<file path="config.mk">
export PLATFORM = sky130hd
export DESIGN_NAME = aq_div_pipe
export DESIGN_NICKNAME = d
export VERILOG_FILES = /design/src/rtl/aq_div_pkg.sv /design/src/rtl/aq_div_stage.sv /design/src/rtl/aq_div_pipe.sv
export SDC_FILE = /design/constraint.sdc
export NUM_CORES = 1
export LEC_CHECK = 0
export CORE_ASPECT_RATIO = 0.5
export CORE_MARGIN = 5
export CORE_UTILIZATION = 30
export CTS_CLUSTER_DIAMETER = 80
export DETAILED_ROUTE_END_ITERATION = 12
export PLACE_DENSITY = 0.43
export SYNTH_ARGS = -nofsm -noshare
export SYNTH_HDL_FRONTEND = slang
export SYNTH_HIERARCHICAL = 1
export SYNTH_SLANG_ARGS = --single-unit
export TNS_END_PERCENT = 20
</file>
<file path="constraint.sdc">
create_clock -name CLK -period 3.4 [get_ports CLK]
set_clock_uncertainty 0.05 [all_clocks]
set_input_delay 0.51 -clock CLK [delete_from_list [all_inputs] [get_ports CLK]]
set_output_delay 0.51 -clock CLK [all_outputs]
set_load 0.05 [all_outputs]
</file>
<file path="src/rtl/aq_div_pkg.sv">
// Shared types and helpers for the pipelined unsigned divider.
package aq_div_pkg;

  // Per-operation exception flags that travel with the data.
  typedef struct packed {
    logic divz;
    logic ovf;
  } aq_div_flags_t;

  // One guard bit over the divisor holds the shifted trial remainder.
  function automatic int unsigned aq_pr_width(input int unsigned divisor_w);
    return divisor_w + 32'd1;
  endfunction

endpackage

</file>
<file path="src/rtl/aq_div_stage.sv">
// One restoring shift-subtract step of the divider, with its own valid/hold register.
module aq_div_stage
  import aq_div_pkg::*;
#(
  parameter int unsigned DIVISOR_W = 16,
  parameter int unsigned QUOT_W    = 8,
  parameter int unsigned TAG_W     = 4,
  parameter int unsigned STAGE     = 0,
  localparam int unsigned PR_W     = aq_pr_width(DIVISOR_W)
) (
  input  logic                 CLK,
  input  logic                 RST_N,
  input  logic                 adv,
  input  logic                 up_valid,
  input  logic [PR_W-1:0]      up_prem,
  input  logic [QUOT_W-1:0]    up_dvd,
  input  logic [DIVISOR_W-1:0] up_dvs,
  input  logic [QUOT_W-1:0]    up_q,
  input  aq_div_flags_t        up_flags,
  input  logic [TAG_W-1:0]     up_tag,
  output logic                 dn_valid,
  output logic [PR_W-1:0]      dn_prem,
  output logic [QUOT_W-1:0]    dn_dvd,
  output logic [DIVISOR_W-1:0] dn_dvs,
  output logic [QUOT_W-1:0]    dn_q,
  output aq_div_flags_t        dn_flags,
  output logic [TAG_W-1:0]     dn_tag
);

  logic [PR_W:0]       trial_s;
  logic                qbit_s;
  logic [PR_W-1:0]     prem_s;
  logic [QUOT_W-1:0]   q_s;

  // Trial subtract of the divisor from the remainder with the next dividend bit shifted in.
  always_comb begin
    trial_s = {up_prem, up_dvd[QUOT_W-1]};
    if (trial_s >= {2'b00, up_dvs}) begin
      qbit_s = 1'b1;
      prem_s = PR_W'(trial_s - {2'b00, up_dvs});
    end else begin
      qbit_s = 1'b0;
      prem_s = PR_W'(trial_s);
    end
    // The last quotient step saturates exceptional results to all-ones.
    if ((STAGE == QUOT_W - 1) && (up_flags.divz || up_flags.ovf)) begin
      q_s = {QUOT_W{1'b1}};
    end else begin
      q_s = QUOT_W'({up_q, qbit_s});
    end
  end

  // Stage register: loads on global advance, otherwise holds valid and data together.
  always_ff @(posedge CLK or negedge RST_N) begin
    if (!RST_N) begin
      dn_valid <= 1'b0;
      dn_prem  <= {PR_W{1'b0}};
      dn_dvd   <= {QUOT_W{1'b0}};
      dn_dvs   <= {DIVISOR_W{1'b0}};
      dn_q     <= {QUOT_W{1'b0}};
      dn_flags <= '{divz: 1'b0, ovf: 1'b0};
      dn_tag   <= {TAG_W{1'b0}};
    end else if (adv) begin
      dn_valid <= up_valid;
      dn_prem  <= prem_s;
      dn_dvd   <= up_dvd << 1'b1;
      dn_dvs   <= up_dvs;
      dn_q     <= q_s;
      dn_flags <= up_flags;
      dn_tag   <= up_tag;
    end
  end

endmodule

</file>
<file path="src/rtl/aq_div_pipe.sv">
// Fully pipelined unsigned divider with valid/ready flow control and sideband tag.
// Define AQ_DIV_PIPE_REMAINDER_EN to add a final stage that also returns the remainder on REM.
module aq_div_pipe
  import aq_div_pkg::*;
#(
  parameter int unsigned DIVIDEND_W = 24,
  parameter int unsigned DIVISOR_W  = 16,
  parameter int unsigned QUOT_W     = 8,
  parameter int unsigned TAG_W      = 4
) (
  input  logic                  CLK,
  input  logic                  RST_N,
  input  logic                  IN_VALID,
  output logic                  IN_READY,
  input  logic [DIVIDEND_W-1:0] DINA,
  input  logic [DIVISOR_W-1:0]  DINB,
  input  logic [TAG_W-1:0]      TAG_IN,
  output logic                  OUT_VALID,
  input  logic                  OUT_READY,
  output logic [QUOT_W-1:0]     DOUT,
  output logic                  DIVZ,
  output logic                  OVF,
  output logic [TAG_W-1:0]      TAG_OUT,
  output logic [DIVISOR_W-1:0]  REM
);

  localparam int unsigned PR_W = aq_pr_width(DIVISOR_W);

  logic                 adv_s;
  logic                 valid_s [0:QUOT_W];
  logic [PR_W-1:0]      prem_s  [0:QUOT_W];
  logic [QUOT_W-1:0]    dvd_s   [0:QUOT_W];
  logic [DIVISOR_W-1:0] dvs_s   [0:QUOT_W];
  logic [QUOT_W-1:0]    q_s     [0:QUOT_W];
  aq_div_flags_t        flags_s [0:QUOT_W];
  logic [TAG_W-1:0]     tag_s   [0:QUOT_W];

  assign adv_s    = !OUT_VALID || OUT_READY;
  assign IN_READY = adv_s;

  // The dividend bits above the quotient seed the remainder; they are below DINB unless OVF.
  assign valid_s[0]      = IN_VALID;
  assign prem_s[0]       = PR_W'(DINA >> QUOT_W);
  assign dvd_s[0]        = QUOT_W'(DINA);
  assign dvs_s[0]        = DINB;
  assign q_s[0]          = {QUOT_W{1'b0}};
  assign flags_s[0].divz = (DINB == {DIVISOR_W{1'b0}});
  assign flags_s[0].ovf  = (DINB != {DIVISOR_W{1'b0}}) && ((DINA >> QUOT_W) >= DIVIDEND_W'(DINB));
  assign tag_s[0]        = TAG_IN;

  for (genvar g = 0; g < QUOT_W; g++) begin : g_stage
    aq_div_stage #(
      .DIVISOR_W (DIVISOR_W),
      .QUOT_W    (QUOT_W),
      .TAG_W     (TAG_W),
      .STAGE     (g)
    ) u_stage (
      .CLK      (CLK),
      .RST_N    (RST_N),
      .adv      (adv_s),
      .up_valid (valid_s[g]),
      .up_prem  (prem_s[g]),
      .up_dvd   (dvd_s[g]),
      .up_dvs   (dvs_s[g]),
      .up_q     (q_s[g]),
      .up_flags (flags_s[g]),
      .up_tag   (tag_s[g]),
      .dn_valid (valid_s[g+1]),
      .dn_prem  (prem_s[g+1]),
      .dn_dvd   (dvd_s[g+1]),
      .dn_dvs   (dvs_s[g+1]),
      .dn_q     (q_s[g+1]),
      .dn_flags (flags_s[g+1]),
      .dn_tag   (tag_s[g+1])
    );
  end

`ifdef AQ_DIV_PIPE_REMAINDER_EN
  logic                 out_valid_r;
  logic [QUOT_W-1:0]    dout_r;
  logic                 divz_r;
  logic                 ovf_r;
  logic [TAG_W-1:0]     tag_r;
  logic [DIVISOR_W-1:0] rem_r;

  // Correction stage: restoring steps leave a non-negative remainder, so it only masks exceptions.
  always_ff @(posedge CLK or negedge RST_N) begin
    if (!RST_N) begin
      out_valid_r <= 1'b0;
      dout_r      <= {QUOT_W{1'b0}};
      divz_r      <= 1'b0;
      ovf_r       <= 1'b0;
      tag_r       <= {TAG_W{1'b0}};
      rem_r       <= {DIVISOR_W{1'b0}};
    end else if (adv_s) begin
      out_valid_r <= valid_s[QUOT_W];
      dout_r      <= q_s[QUOT_W];
      divz_r      <= flags_s[QUOT_W].divz;
      ovf_r       <= flags_s[QUOT_W].ovf;
      tag_r       <= tag_s[QUOT_W];
      rem_r       <= (flags_s[QUOT_W].divz || flags_s[QUOT_W].ovf) ?
                     {DIVISOR_W{1'b0}} : DIVISOR_W'(prem_s[QUOT_W]);
    end
  end

  assign OUT_VALID = out_valid_r;
  assign DOUT      = dout_r;
  assign DIVZ      = divz_r;
  assign OVF       = ovf_r;
  assign TAG_OUT   = tag_r;
  assign REM       = rem_r;
`else
  assign OUT_VALID = valid_s[QUOT_W];
  assign DOUT      = q_s[QUOT_W];
  assign DIVZ      = flags_s[QUOT_W].divz;
  assign OVF       = flags_s[QUOT_W].ovf;
  assign TAG_OUT   = tag_s[QUOT_W];
  assign REM       = {DIVISOR_W{1'b0}};
`endif

endmodule

</file>
==> flow_summary.rst <==
.. list-table::
   :header-rows: 1

   * - Metric
     - Value
   * - Result of the run
     - complete, no violations
   * - Worst voltage drop across the vdd grid
     - 455 uV
   * - Post-detailed-route count of antenna-violating nets
     - 0
   * - Req. time, crit path
     - 3840 ps
   * - Minimum period implied by the final worst setup slack
     - 2810 ps
   * - Total clock buffers created by CTS
     - 40
   * - Dominant cell type by count on the critical path
     - inv_1
   * - Fraction of final layout cells with drive strength greater than 1
     - 17.4%
   * - Combined area of all synthesized cells
     - 22100 sq um
   * - Post-CTS Setup Inserts
     - 0
   * - Post-Syn Instances
     - 2248
   * - Number of buffers added to fix hold violations after cts
     - 1
   * - Number of DRC markers after the initial detailed-route iteration
     - 900
   * - Register-to-Register Setup Slack
     - 590 ps
   * - Top routing layer used
     - met4
   * - DR WL met2
     - 26.3 mm
   * - TritonCTS clock tree
     - built
   * - Die span in x
     - 394 um
   * - Power per standard cell area
     - 1200 nW/um^2
   * - Count of TritonRoute iterations in the first routing pass
     - 5
   * - Total global routing overflow
     - 0
   * - Final setup TNS
     - 0 ps
   * - Count of inserted antenna diode cells
     - 0
   * - Buffers from clock root to sink, at most
     - 3
   * - WP depth
     - 10
   * - HPWL reported at the end of detailed placement
     - 44.6 mm
   * - Maximum fanout along the worst path
     - 3
   * - Clock slew at reported path FFs
     - 60 ps
   * - Met1 wire length
     - 29.3 mm
   * - CP max stage delay
     - 480 ps
   * - Pin count of the biggest net entering global routing
     - 83
   * - Cell row count
     - 70
   * - Max-cap viol count
     - 0
   * - Startpoint type of the worst setup path
     - flop
   * - Crit-path cells
     - inv_1 -> ha_1 -> inv_1 -> fa_1 -> a21o_1 -> a22o_1 -> a211oi_1 -> o21ai_0 -> a211o_1 -> a21oi_1
   * - Nets
     - 2491
   * - Final setup margin
     - 590 ps
   * - Number of H-tree branching levels
     - 2
   * - Arrival time of the worst setup path
     - 3250 ps
   * - Die Y
     - 202 um
   * - Clock latency on the worst-skew pair
     - 570 ps
   * - Routed wire length on met3
     - 1.88 mm
   * - Number of cells traversed by the worst hold path
     - 1
   * - Period utilization
     - 82.6%
   * - Placer Congestion
     - 0.832
   * - Final Cell Area
     - 25300 sq um
   * - Fin. Hold Viols
     - 0
   * - Number of setup violations in the final report
     - 0
   * - First-pass GRT wire length
     - 94.2 mm
   * - Worst hold-check path type
     - reg -> reg
   * - Initial standard-cell utilization of the core
     - 30.3%
   * - Vias/cell
     - 4.98
   * - RSZ-0062 raised after global routing
     - no
   * - Per-instance average area after synthesis
     - 9.82 sq um
   * - Avg WL per Cell
     - 17.7 um
   * - Crit-path leading delay family
     - compound AO/OA/AOI/OAI gates
   * - Critical Setup Path Class
     - reg -> reg
   * - Cell depth of the worst flop-to-flop path
     - 10
   * - Antenna violations before repair
     - 0
   * - Post-CTS resize count
     - 0
   * - Clock sink count
     - 351
   * - Final Util
     - 34.6%
   * - Worst rel slew slack
     - 46.3%
   * - Post-Route Hold Slack
     - 439 ps
   * - Final Max Slew Viols
     - 0
   * - Maximum achievable frequency
     - 356 MHz
   * - Synthesis Warnings
     - 6
   * - Standard cell area after detailed placement
     - 23800 sq um
   * - Critical path capture point type
     - flop
   * - Total of buffers placed on input and output ports
     - 63
   * - Leak
     - 10.9 nW
   * - Worst slack at placement
     - 184 ps
   * - Via count
     - 16410
   * - GRT Resource Usage Total
     - 14.5%
   * - Worst Max-Slew Pin Slew
     - 793 ps
   * - Number of buffer and inverter instances along the worst setup path
     - 2
   * - Floorplan die area
     - 79400 sq um
   * - Critical path's slowest cell
     - a211oi_1
   * - I/O pin total
     - 80
   * - DRC Markers
     - 0
   * - Area of the core region
     - 73000 sq um
   * - Total Wirelength
     - 58.3 mm
   * - Area Growth Syn to Fin
     - 14.5%
   * - Clock Root Buffer
     - clkbuf_16
   * - Via count of the first global-routing pass
     - 16512
## layout by cell type (no fill, tap or decap), types with 51 or more instances in the layout
master / count
xnor2_1: 57
a21oi_1: 206
nand3_1: 51
nand2_1: 111
dfrtp_1: 351
clkdlybuf4s50_1: 61
o21ai_0: 93
nor2_1: 147
inv_1: 182
mux2_2: 222
ha_1: 144
a31oi_1: 62
## state kept, by name (all words and copies together) (netlist names)
| signal | flops |
|---|---|
| g_stage.u_stage/dn_dvd | 28 |
| g_stage.u_stage/dn_dvs | 112 |
| g_stage.u_stage/dn_flags | 16 |
| g_stage.u_stage/dn_prem | 119 |
| g_stage.u_stage/dn_q | 36 |
| g_stage.u_stage/dn_tag | 32 |
| g_stage.u_stage/dn_valid | 8 |
## cell type report
cell class,count,area [sq um]
tap,972,1220
sequential,351,8780
clock inverter,24,350
inverter,182,683
fill,7424,47700
clock buffer,50,1110
timing repair buffer,123,1210
multi-input combinational,1593,11900
## per-layer routing
layer	up-vias	track usage (%)
met4	0	2.88
met2	214	23.3
met5	-	0
met3	65	2.17
li1	8172	-
met1	7959	20.8
## stage by stage
step	power, mW	cells
after floorplan	21.3	2264
after global placement	25.6	3220
after detailed placement	25.7	3220
after CTS	30.7	3295
after global routing	33.2	3295
final	30.3	3295
## report_power, final
group / internal [mW] / switching [mW]
Sequential: 6.25 / 1.79
Combinational: 7.77 / 9.73
Clock: 2.88 / 1.93
Total: 16.9 / 13.4
## worst paths after layout
kind                                                    from                              to
min in group asynchronous                              RST_N      g_stage[7].u_stage/dn_q[0]
worst min register to register    g_stage[3].u_stage/dn_q[1]      g_stage[4].u_stage/dn_q[2]
worst min-delay path              g_stage[3].u_stage/dn_q[1]      g_stage[4].u_stage/dn_q[2]
worst max register to register  g_stage[5].u_stage/dn_dvd[7]  g_stage[6].u_stage/dn_prem[16]
worst max-delay path            g_stage[5].u_stage/dn_dvd[7]  g_stage[6].u_stage/dn_prem[16]
max in group asynchronous                              RST_N   g_stage[0].u_stage/dn_dvs[13]
No activity file was read; power rests on OpenSTA's default activity.
